File: src/rtl/tlb_maint_ctrl.sv
// rtl/tlb_maint_ctrl.sv - TLB maintenance sequencer (SRCH/RD/WR/FILL/INV) over a one-read-port entry array

package tlb_maint_pkg;

  localparam int PKG_TLB_ENTRY_NUM = 64;

  typedef struct packed {
    logic        e;
    logic [18:0] vppn;
    logic        huge_page;
    logic        g;
    logic [9:0]  asid;
  } tlb_key_t;

  typedef struct packed {
    logic [19:0] ppn0;
    logic [1:0]  plv0;
    logic [1:0]  mat0;
    logic        d0;
    logic        v0;
    logic [19:0] ppn1;
    logic [1:0]  plv1;
    logic [1:0]  mat1;
    logic        d1;
    logic        v1;
  } tlb_data_t;

  typedef struct packed {
    tlb_key_t  key;
    tlb_data_t data;
  } tlb_entry_t;

  // One-hot write enable is sized by the package; the controller's
  // TLB_ENTRY_NUM must match it.
  typedef struct packed {
    logic [PKG_TLB_ENTRY_NUM-1:0] we;
    tlb_entry_t                   entry;
  } tlb_write_req_t;

endpackage

module tlb_maint_ctrl #(
  parameter int TLB_ENTRY_NUM = tlb_maint_pkg::PKG_TLB_ENTRY_NUM,
  parameter int IDX_W         = $clog2(TLB_ENTRY_NUM)
) (
  input  logic                          clk,
  input  logic                          rst,
  input  logic                          req_valid,
  output logic                          req_ready,
  input  logic [2:0]                    req_op,
  input  logic [4:0]                    req_inv_op,
  input  logic [9:0]                    req_asid,
  input  logic [31:0]                   req_va,
  input  logic [IDX_W-1:0]              req_index,
  input  tlb_maint_pkg::tlb_entry_t     req_entry,
  output logic [IDX_W-1:0]              rd_idx,
  input  tlb_maint_pkg::tlb_entry_t     rd_entry,
  output tlb_maint_pkg::tlb_write_req_t tlb_write_req_o,
  output logic                          resp_valid,
  output logic                          resp_found,
  output logic [IDX_W-1:0]              resp_index,
  output tlb_maint_pkg::tlb_entry_t     resp_entry,
  output logic                          resp_err
);

  typedef enum logic [2:0] {
    S_IDLE, S_SCAN_SRCH, S_SCAN_INV, S_RD, S_WRITE, S_RESP
  } state_t;

  localparam logic [2:0] OP_SRCH = 3'd0;
  localparam logic [2:0] OP_RD   = 3'd1;
  localparam logic [2:0] OP_WR   = 3'd2;
  localparam logic [2:0] OP_FILL = 3'd3;
  localparam logic [2:0] OP_INV  = 3'd4;

  localparam logic [IDX_W-1:0] LAST_IDX = IDX_W'(TLB_ENTRY_NUM - 1);

  state_t                    state_q, state_d;
  logic [4:0]                inv_op_q, inv_op_d;
  logic [9:0]                asid_q, asid_d;
  logic [18:0]               va_q, va_d;
  logic [IDX_W-1:0]          idx_q, idx_d;
  tlb_maint_pkg::tlb_entry_t wentry_q, wentry_d;
  logic [IDX_W-1:0]          scan_q, scan_d;
  logic [IDX_W-1:0]          fill_cnt_q, fill_cnt_d;
  logic                      resp_found_q, resp_found_d;
  logic [IDX_W-1:0]          resp_index_q, resp_index_d;
  tlb_maint_pkg::tlb_entry_t resp_entry_q, resp_entry_d;
  logic                      resp_err_q, resp_err_d;

  logic                      vppn_match;
  logic                      asid_match;
  logic                      srch_hit;
  logic                      inv_hit;
  logic [TLB_ENTRY_NUM-1:0]  wr_onehot;
  tlb_maint_pkg::tlb_entry_t wr_entry;

  // Page offset bits of the VA operand carry no meaning for either lookup.
  logic va_low_unused;
  assign va_low_unused = ^req_va[12:0];

  // Match terms of the entry on the read port against the registered operands
  always_comb begin
    vppn_match = rd_entry.key.huge_page ? (va_q[18:9] == rd_entry.key.vppn[18:9])
                                        : (va_q == rd_entry.key.vppn);
    asid_match = (rd_entry.key.asid == asid_q);
    srch_hit   = rd_entry.key.e && vppn_match && (rd_entry.key.g || asid_match);
    inv_hit    = 1'b0;
    case (inv_op_q)
      5'd0, 5'd1: inv_hit = 1'b1;
      5'd2:       inv_hit = rd_entry.key.g;
      5'd3:       inv_hit = !rd_entry.key.g;
      5'd4:       inv_hit = !rd_entry.key.g && asid_match;
      5'd5:       inv_hit = !rd_entry.key.g && asid_match && vppn_match;
      5'd6:       inv_hit = (rd_entry.key.g || asid_match) && vppn_match;
      default:    inv_hit = 1'b0;
    endcase
  end

  // Next-state, operand capture, scan stepping and write generation
  always_comb begin
    state_d      = state_q;
    inv_op_d     = inv_op_q;
    asid_d       = asid_q;
    va_d         = va_q;
    idx_d        = idx_q;
    wentry_d     = wentry_q;
    scan_d       = scan_q;
    fill_cnt_d   = fill_cnt_q + 1'b1;
    resp_found_d = resp_found_q;
    resp_index_d = resp_index_q;
    resp_entry_d = resp_entry_q;
    resp_err_d   = resp_err_q;
    wr_onehot    = '0;
    wr_entry     = '0;

    case (state_q)
      S_IDLE: begin
        if (req_valid) begin
          inv_op_d     = req_inv_op;
          asid_d       = req_asid;
          va_d         = req_va[31:13];
          // FILL picks its victim from the free-running counter at accept.
          idx_d        = (req_op == OP_FILL) ? fill_cnt_q : req_index;
          wentry_d     = req_entry;
          scan_d       = '0;
          resp_found_d = 1'b0;
          resp_index_d = '0;
          resp_entry_d = '0;
          resp_err_d   = 1'b0;
          case (req_op)
            OP_SRCH:        state_d = S_SCAN_SRCH;
            OP_RD:          state_d = S_RD;
            OP_WR, OP_FILL: state_d = S_WRITE;
            OP_INV: begin
              if (req_inv_op <= 5'd6) begin
                state_d = S_SCAN_INV;
              end else begin
                resp_err_d = 1'b1;
                state_d    = S_RESP;
              end
            end
            default: begin
              resp_err_d = 1'b1;
              state_d    = S_RESP;
            end
          endcase
        end
      end
      S_SCAN_SRCH: begin
        if (srch_hit) begin
          resp_found_d = 1'b1;
          resp_index_d = scan_q;
          state_d      = S_RESP;
        end else if (scan_q == LAST_IDX) begin
          state_d = S_RESP;
        end else begin
          scan_d = scan_q + 1'b1;
        end
      end
      S_SCAN_INV: begin
        if (inv_hit) begin
          wr_onehot[scan_q] = 1'b1;
          wr_entry          = rd_entry;
          wr_entry.key.e    = 1'b0;
        end
        if (scan_q == LAST_IDX) begin
          state_d = S_RESP;
        end else begin
          scan_d = scan_q + 1'b1;
        end
      end
      S_RD: begin
        resp_entry_d = rd_entry;
        resp_found_d = rd_entry.key.e;
        resp_index_d = idx_q;
        state_d      = S_RESP;
      end
      S_WRITE: begin
        wr_onehot[idx_q] = 1'b1;
        wr_entry         = wentry_q;
        state_d          = S_RESP;
      end
      S_RESP:  state_d = S_IDLE;
      default: state_d = S_IDLE;
    endcase

    // A reset cycle must never leak a half-finished invalidation into the array.
    if (rst) begin
      wr_onehot = '0;
    end
  end

  // State and datapath registers
  always_ff @(posedge clk) begin
    if (rst) begin
      state_q      <= S_IDLE;
      inv_op_q     <= '0;
      asid_q       <= '0;
      va_q         <= '0;
      idx_q        <= '0;
      wentry_q     <= '0;
      scan_q       <= '0;
      fill_cnt_q   <= '0;
      resp_found_q <= 1'b0;
      resp_index_q <= '0;
      resp_entry_q <= '0;
      resp_err_q   <= 1'b0;
    end else begin
      state_q      <= state_d;
      inv_op_q     <= inv_op_d;
      asid_q       <= asid_d;
      va_q         <= va_d;
      idx_q        <= idx_d;
      wentry_q     <= wentry_d;
      scan_q       <= scan_d;
      fill_cnt_q   <= fill_cnt_d;
      resp_found_q <= resp_found_d;
      resp_index_q <= resp_index_d;
      resp_entry_q <= resp_entry_d;
      resp_err_q   <= resp_err_d;
    end
  end

  assign req_ready             = (state_q == S_IDLE);
  assign resp_valid            = (state_q == S_RESP);
  assign rd_idx                = (state_q == S_RD) ? idx_q : scan_q;
  assign tlb_write_req_o.we    = wr_onehot;
  assign tlb_write_req_o.entry = wr_entry;
  assign resp_found            = resp_found_q;
  assign resp_index            = resp_index_q;
  assign resp_entry            = resp_entry_q;
  assign resp_err              = resp_err_q;

endmodule

File: config.mk
export PLATFORM = sky130hd
export DESIGN_NAME = tlb_maint_ctrl
export DESIGN_NICKNAME = d
export VERILOG_FILES = /design/src/rtl/tlb_maint_ctrl.sv
export SDC_FILE = /design/constraint.sdc
export NUM_CORES = 1
export LEC_CHECK = 0
export CAP_MARGIN = 20
export CORE_AREA = 3 3 184 186
export CTS_CLUSTER_DIAMETER = 120
export DETAILED_ROUTE_END_ITERATION = 6
export DIE_AREA = 0 0 187 189
export PLACE_DENSITY = 0.78
export SETUP_SLACK_MARGIN = 0.4
export SYNTH_ARGS = -nofsm -noshare
export SYNTH_HDL_FRONTEND = slang
export SYNTH_SLANG_ARGS = --single-unit
File: constraint.sdc
create_clock -name clk -period 3.3 [get_ports clk]
set_input_delay 0.66 -clock clk [delete_from_list [all_inputs] [get_ports clk]]
set_output_delay 0.66 -clock clk [all_outputs]
set_load 0.005 [all_outputs]
Word level (Yosys, flattened, before mapping). Cells that the tools add are included.

Bits in registers: 231. Memory bits (writable): 0. Memory bits (read-only): 0. Memories kept: 0. Output and inout port bits: 248. Input port bits: 227. Logic and storage cells: 124. Bits in latches: 0.

Reductions and logical operators: 23. Equal/unequal tests: 22. Magnitude comparators: 5. Multiply operators: 0. Muxes and demuxes: 32. Div/mod/pow operators: 0. Add/subtract/negate cells: 2. Bitwise gates (word level): 0. Shifts and indexed selects: 0.

Operator list (count): $pmux 84 s2 (2); $mux 64 (2); $pmux 64 s2 (1); $mux 84 (1); $mux 83 (1); $mux 6 (6); $pmux 6 s3 (2); $pmux 3 s4 (2); $eq 10x10->1 (2); $eq 19x19->1 (1); $eq 5x3->1 const B (3); $lt 6x7->1 const B (2); $add 6x1->6 const B (2); $demux 1 s6 (2); $eq 3x2->1 const B (4); $ge 6x1->1 const B (2); $mux 3 (4); $eq 5x2->1 const B (2); $eq 3x3->1 const B (3); $logic_and 1x1->1 (7); $eq 3x1->1 const B (2); $eq 6x6->1 const B (1); $logic_not 3->1 (2); $mux 1 (6); 15 further kinds (22).

Logic depth before layout (Yosys ltp). Gate-level depths: netlist of the first run.

Word-level depth: 7. Mapped depth: 8.

Least setup slack after synthesis of the first run. OpenSTA, ideal clock, no wires.

Path kind: in2out. Start point: input rd_entry[70] (netlist bit). End point: output tlb_write_req_o[0] (netlist bit). Stages: 8. Arrival: 2.383 ns. Path slack: 0.257 ns. Path buffers: 2. Cell sequence: xor2_1 > nor4_2 > a41oi_4 > o31ai_4 > or3_1 > buf_6 > buf_6 > a32o_1.

RTL lines: from (decl) (line 57) `input tlb_maint_pkg::tlb_entry_t rd_entry,`; to (decl) (line 58) `output tlb_maint_pkg::tlb_write_req_t tlb_write_req_o,`.

==> results of run 1 <==
[repair_timing]
| action | CTS | global route |
|---|---|---|
| gates resized for setup | 693 | 187 |
| setup buffers | 61 | 24 |
| cloned | 14 | 1 |
| pin swaps | 55 | 69 |
| endpoints found under the setup margin | 165 | 153 |
[layer usage]
metal / global-route usage / vias up / wire length, µm
met4: 0.107 / 2 / 2410
met1: 0.332 / 6461 / 19700
li1: - / 6139 / -
met2: 0.448 / 802 / 24200
met3: 0.0676 / 165 / 4920
met5: 0 / - / 17
[worst min path at each step]
stage                   from  depth (start not counted)  slack, ns             to
3_5_place_dp    wentry_q[77]                          2       0.45   wentry_q[77]
3_3_place_gp    wentry_q[72]                          2       0.44   wentry_q[72]
5_1_grt             resp_err                          2       0.47       resp_err
4_1_cts         wentry_q[42]                          2       0.46   wentry_q[42]
6_report            resp_err                          2       0.45       resp_err
2_1_floorplan  fill_cnt_q[0]                          1       0.43  fill_cnt_q[0]
[cell type report]
type	count	area, µm²	area share
sequential	231	4650	0.247
multi-input combinational	1053	6520	0.347
antenna	3	7.51	0.000399
clock buffer	36	769	0.0409
clock inverter	12	170	0.00904
tap	442	553	0.0294
timing repair buffer	644	6120	0.325
inverter	7	26.3	0.00140
[cell families after synthesis]
logic type	Yosys count	synth area share
AND/OR/NAND/NOR	600	0.239
flip-flops	231	0.423
XOR/XNOR	33	0.0265
adder cells (fa/ha/maj)	2	0.00229
buffers and inverters	136	0.0529
AO/OA/AOI/OAI	402	0.244
multiplexers	14	0.0128
[flip-flops by register name, indices dropped and copies added (netlist names)]
signal	cells
resp_entry	84
resp_err	1
resp_found	1
asid_q	10
fill_cnt_q	6
resp_index	6
va_q	19
inv_op_q	5
scan_q	6
state_q	3
idx_q	6
wentry_q	84
[power by group]
group          internal (W)  total, W  leakage [nW]  switching (W)
Sequential          0.00307   0.00334          1.89       0.000273
Combinational       0.00166   0.00343          4.93        0.00177
Clock               0.00194   0.00317         0.465        0.00123
[cell usage in the layout, fill, tap and decap left out, types with 7 or more instances in the layout]
cell | synthesis | final
o22ai_2 | 0 | 39
clkbuf_16 | 0 | 27
dfxtp_1 | 231 | 217
mux2i_1 | 14 | 14
buf_12 | 0 | 25
nand4_1 | 7 | 7
a32o_2 | 0 | 16
nor2_1 | 40 | 38
dlygate4sd2_1 | 0 | 18
inv_1 | 7 | 7
o21ai_0 | 24 | 11
o21ai_2 | 0 | 13
a32o_1 | 83 | 67
buf_2 | 0 | 138
o2bb2ai_1 | 7 | 7
buf_4 | 0 | 79
nand2_1 | 389 | 387
xor2_2 | 0 | 14
a21oi_1 | 211 | 211
a211oi_1 | 7 | 7
nor2b_1 | 7 | 7
dfxtp_2 | 0 | 12
buf_6 | 9 | 67
buf_16 | 0 | 10
clkdlybuf4s50_1 | 0 | 282
nand3_1 | 100 | 99
xor2_1 | 29 | 14
nand2b_1 | 10 | 9
buf_8 | 0 | 7
[stage by stage]
step	worst slack [ns]	total power, W
after floorplan	0.332	0.00463
after global placement	-1.27	0.00584
after detailed placement	-1.33	0.00588
after CTS	-0.653	0.00974
after global routing	-0.666	0.0104
final	-0.578	0.00995
[critical path: stages]
cell and delay (ns):
clkdlybuf4s15_1 0.29, xor2_1 0.20, nor4_2 0.06, buf_4 0.15, a31oi_4 0.20, o31ai_4 0.11, or3_4 0.43, buf_6 0.13
buf_6 0.11, buf_12 0.12, buf_12 0.11, buf_16 0.13, buf_12 0.12, a32o_1 0.24, buf_2 0.14
==> results.md, run 1 <==
* Status: complete, but fails checks
* Failing checks: setup timing
* Die area at between 30,000 and 40,000 µm²
* Row count at 66
* Clock Tree Root: clkbuf_16
* Final period util at 1.18
* Period minus WS final at between 3 and 4 ns
* Initial antenna violation count at 4
* Clock-pin slew on the worst setup and hold paths at 0.06 ns
* Nets at 2,193
* Initial Util at 0.337
* Seq/Total Area, Yosys at 0.423
* Final hold violation count at 0
* FF-to-FF path depth at 9
* Layout cells sized above 1 at 0.264
* DR vias at 13,600
* Setup violators final at 147
* Clock net sink count at about 230
* # hold bufs at CTS at 0
* R2R Path End: resp_index[4]
* Worst Hold Slack at 0.454 ns
* Vias/cell at roughly 5.6
* Count leader, synth: nand2_1
* RSZ-0062 raised after global routing: yes
* Number of flops mapped to enable cells by yosys at 0
* Leak at 7.28 nW
* Post-synth cell types at 49
* Layout Cells excl Fill at around 2,400
* Fill cell count at 2,835
* Synthesized area per cell at 7.70 µm²
* Critical Path AT at ~3.2 ns
* Post-synthesis register bit count at 231
* Total congestion overflow at 0
* Drt initial violations at roughly 1,100
* Placed cell count at 2,277
* Syn nets at 1,647
* Post-DP Area at 16,400 µm²
* Core area at 32,500 µm²
* Flop2flop setup slack at about 0.80 ns
* Mapped Area at between 10,000 and 15,000 µm²
* CTS buffer count at 27
* CP endpoint: tlb_write_req_o[65]
* Io pins at 475
* Largest fanout on the critical path at 5
* Setup TNS at -52.57 ns
* Slew headroom at 0.227
* Crit. End Element: output port
* Post-Syn Instances at 1,418
* Clk_lat worst skew at 0.54 ns
* Detailed Route WL at 51,300 µm
* Critical setup path kind: in -> out
* CTS tree: done
* Dpl hpwl at 33,400 µm
* First-pass GRT wire length at 75,900 µm
* DRT Pass-1 Iters at 6
* Pwr per Cell Area at 529 nW/µm²
* Max VDD drop at 0.408 mV
* Tot GR Track Use at 0.268
* Peak Freq at 258 MHz
* Final Max Slew Viols at 0
* Max-cap violations at 0
* Port bufs at 461
* Ys Warns at 0
* Worst reg2reg path startpoint: va_q[6]
* Largest net degree at the start of global routing at 227
* Commonest cells in the netlist: nand2_1, dfxtp_1, a21oi_1, clkbuf_1, nand3_1
* Finished Cell Area at 18,800 µm²
* Share of the synthesized area in the top cell type at 0.423
* Req. time, crit path at ~2.6 ns
* Asr flop ratio synth at 0
* Final WS setup at -0.578 ns
* Startpoint Class: input pin
* RePlAce Congestion at around 0.9
* Die height at roughly 190 µm
* Worst-margin pin slew at 1.16 ns
* Area delta synth->final at 72.3%
* Die Wd at 187 µm
* Worst Clk Skew at between 0.01 and 0.015 ns
* Vias in the first global route at ~13,000
* Final ANT Viol Nets at 0
* Total number of H-tree levels at 1
* Remaining DRCs at 0
* Hold WC Path Type: reg -> reg
* Leading area contributor after synthesis: dfxtp_1
* Largest cells by area after synthesis: dfxtp_1, nand2_1, a21oi_1, a32o_1, nand3_1
* Post-synth top flop: dfxtp_1
* Setup crit start: rd_entry[60]
* Final Util at 0.580
* Wire length per cell after detailed routing at 21.1 µm
* Longest Clk Path Bufs at 3
(Power assumes the default switching activity.)
==> run 2: changes to the inputs <==
--- a/config.mk
+++ b/config.mk
@@ -6,10 +6,10 @@
 export NUM_CORES = 1
 export LEC_CHECK = 0
 export CAP_MARGIN = 20
-export CORE_AREA = 3 3 184 186
-export CTS_CLUSTER_DIAMETER = 120
+export CORE_AREA = 2 2 183 185
+export CTS_CLUSTER_DIAMETER = 30
 export DETAILED_ROUTE_END_ITERATION = 6
-export DIE_AREA = 0 0 187 189
+export DIE_AREA = 0 0 185 187
 export PLACE_DENSITY = 0.78
 export SETUP_SLACK_MARGIN = 0.4
 export SYNTH_ARGS = -nofsm -noshare
==> run 2 against run 1 <==
Against the previous run: the flow still finishes with violations (setup timing); total power is 28% higher; combinational power rose by 2%; sequential share of layout area is 1.3 points lower; worst hold slack gained 0.00052 ns; core utilization up 2.4 points; die area decreased by 2.1%; sequential power barely moved; non-clock buffer count shrank 10; critical path type unchanged.
==> results.md, run 2 (same netlist as run 1, synthesis figures left out) <==
* Status: complete, but fails checks
* Failing checks: setup timing
* Setup violators final at 147 (unchanged)
* Wire length per cell after detailed routing at 21.9 µm (+3.9%)
* Worst Hold Path Cells at 1 (-1)
* Leak at 7.71 nW (+5.9%)
* First-pass GRT wire length at 77,900 µm (+2.5%)
* Clock Tree Root: clkbuf_16
* Clock-pin slew on the worst setup and hold paths at 0.04 ns (-0.02 ns)
* Worst-margin pin slew at 1.06 ns (-0.0972 ns)
* Flop2flop setup slack at 0.81 ns (about the same)
* Critical Path AT at 3.31 ns (+0.09 ns)
* Req. time, crit path at 2.64 ns (about the same)
* Total number of H-tree levels at 2 (+1)
* FF-to-FF path depth at 8 (-1)
* CTS tree: done
* Final ANT Viol Nets at 0 (unchanged)
* Largest fanout on the critical path at 7 (+2)
* Pwr per Cell Area at 641 nW/µm² (+21%)
* Tot GR Track Use at 0.288 (+0.0198)
* Vias/cell at 5.69 (+1.9%)
* Most common cell after layout, fill and taps aside: nand2_1
* Max-cap violations at 0 (unchanged)
* Row count at 67 (+1.5%)
* Max VDD drop at 0.458 mV (+12%)
* Worst Hold Slack at 0.455 ns (+0.000525 ns)
* Total congestion overflow at 0 (unchanged)
* Dpl hpwl at 32,200 µm (-3.6%)
* Die Wd at 185 µm (-1.1%)
* Detailed Route WL at 54,400 µm (+6.1%)
* Initial Util at 0.332 (-0.00418)
* Layout cells sized above 1 at 0.269 (+0.00522)
* CTS buffer count at 56 (+110%)
* Worst Clk Skew at 0.0308 ns (+0.0167 ns)
* Critical setup path kind: in -> out
* RSZ-0062 raised after global routing: yes
* Crit. End Element: output port
* Final period util at 1.20 (+0.0285)
* Io pins at 475 (unchanged)
* Port bufs at 461 (unchanged)
* Slew headroom at 0.292 (+0.0648)
* Die height at 187 µm (-1.1%)
* Final hold violation count at 0 (unchanged)
* Startpoint Class: input pin
* DRT Pass-1 Iters at 6 (unchanged)
* RePlAce Congestion at 0.939 (+1.3%)
* Vias in the first global route at 13,500 (+4.2%)
* Clock net sink count at 231 (unchanged)
* Longest Clk Path Bufs at 3 (unchanged)
* Clk_lat worst skew at 0.59 ns (+0.05 ns)
* Core area at 32,900 µm² (+1.3%)
* Final Power at 0.0127 W (+28%)
* Area delta synth->final at 81.7%
* Peak Freq at 252 MHz (-2.4%)
* Initial antenna violation count at 3 (-1)
* Most frequent cells in the layout: nand2_1, clkdlybuf4s50_1, dfxtp_1
* Drt initial violations at 1,362 (+28%)
* Period minus WS final at 3.97 ns (+0.0940 ns)
* Hold WC Path Type: reg -> reg
* Final Max Slew Viols at 0 (unchanged)
* DR vias at 14,100 (+4.0%)
* Die area at 34,600 µm² (-2.1%)
* Final WS setup at -0.672 ns (-0.0940 ns)
* Largest net degree at the start of global routing at 97 (-57%)
* Nets at 2,212 (+0.87%)
* Remaining DRCs at 0 (unchanged)
* Fill cell count at 2,655 (-6.3%)
-- run 2: changes by cell type in the layout (fill, tap and decap cells not counted), moves of 10 or more --
cell	before	now
a32o_1	67	77
a32o_2	16	6
buf_2	138	125
clkbuf_16	27	60
clkbuf_2	6	19
-- run 2: final cells by class --
type / instances / area (µm²) / share of cell area
diodes: 2 / 5.00 / 0.000252
clock buffers: 67 / 1500 / 0.0757
clock inverters: 38 / 539 / 0.0272
inverters: 7 / 30.0 / 0.00151
multi-input cells: 1053 / 6550 / 0.330
flip-flops and latches: 231 / 4640 / 0.234
well taps: 448 / 561 / 0.0282
repair buffers: 634 / 6010 / 0.303
-- run 2: worst paths after layout --
check | endpoint | startpoint
setup / recovery | tlb_write_req_o[142] | rd_entry[73]
hold / removal | fill_cnt_q[0] | fill_cnt_q[0]
setup reg to reg | scan_q[5] | scan_q[0]
hold reg to reg | fill_cnt_q[0] | fill_cnt_q[0]
-- run 2: metrics by stage --
stage | std cells | setup slack [ns] | instance area, µm² | setup TNS, ns | util
after floorplan | 1418 | 0.332 | 10900 | 0 | -
after global placement | 2274 | -1.09 | 16300 | -145.93 | 0.497
after detailed placement | 2274 | -1.14 | 16300 | -150.57 | 0.497
after CTS | 2455 | -0.610 | 19400 | -68.48 | 0.591
after global routing | 2480 | -0.718 | 19800 | -88.49 | 0.604
final | 2480 | -0.672 | 19800 | -76.64 | 0.604
-- run 2: worst max-delay path, cell delays in order --
cell	delay [ns]
dlygate4sd2_1	0.29
xor2_2	0.18
nor4_4	0.32
buf_4	0.17
nand4_1	0.14
o31ai_4	0.30
buf_4	0.16
buf_8	0.13
o311ai_4	0.13
buf_4	0.20
buf_6	0.12
buf_16	0.14
buf_6	0.12
o21ai_2	0.11
buf_2	0.13
-- run 2: where the power goes --
group          internal (W)  leakage [nW]  switching, W
Sequential          0.00308          1.89      0.000274
Clock               0.00403         0.987       0.00183
Combinational       0.00165          4.83       0.00186
Total               0.00876          7.71       0.00396
-- run 2: per-layer routing --
layer	up-vias	global-route usage	part of all wire
met5	-	0	0
met2	1003	0.463	0.46
li1	6185	-	-
met1	6678	0.358	0.38
met3	251	0.0728	0.098
met4	0	0.136	0.059
-- run 2: timing repair --
item | in CTS | in global routing
resized for setup | 771 | 80
setup endpoints to repair | 155 | 151
setup buffers | 62 | 20
pin swaps | 61 | 35
gates cloned | 14 | 3
hold buffers | 0 | 0
endpoints found under the hold margin | 0 | 0
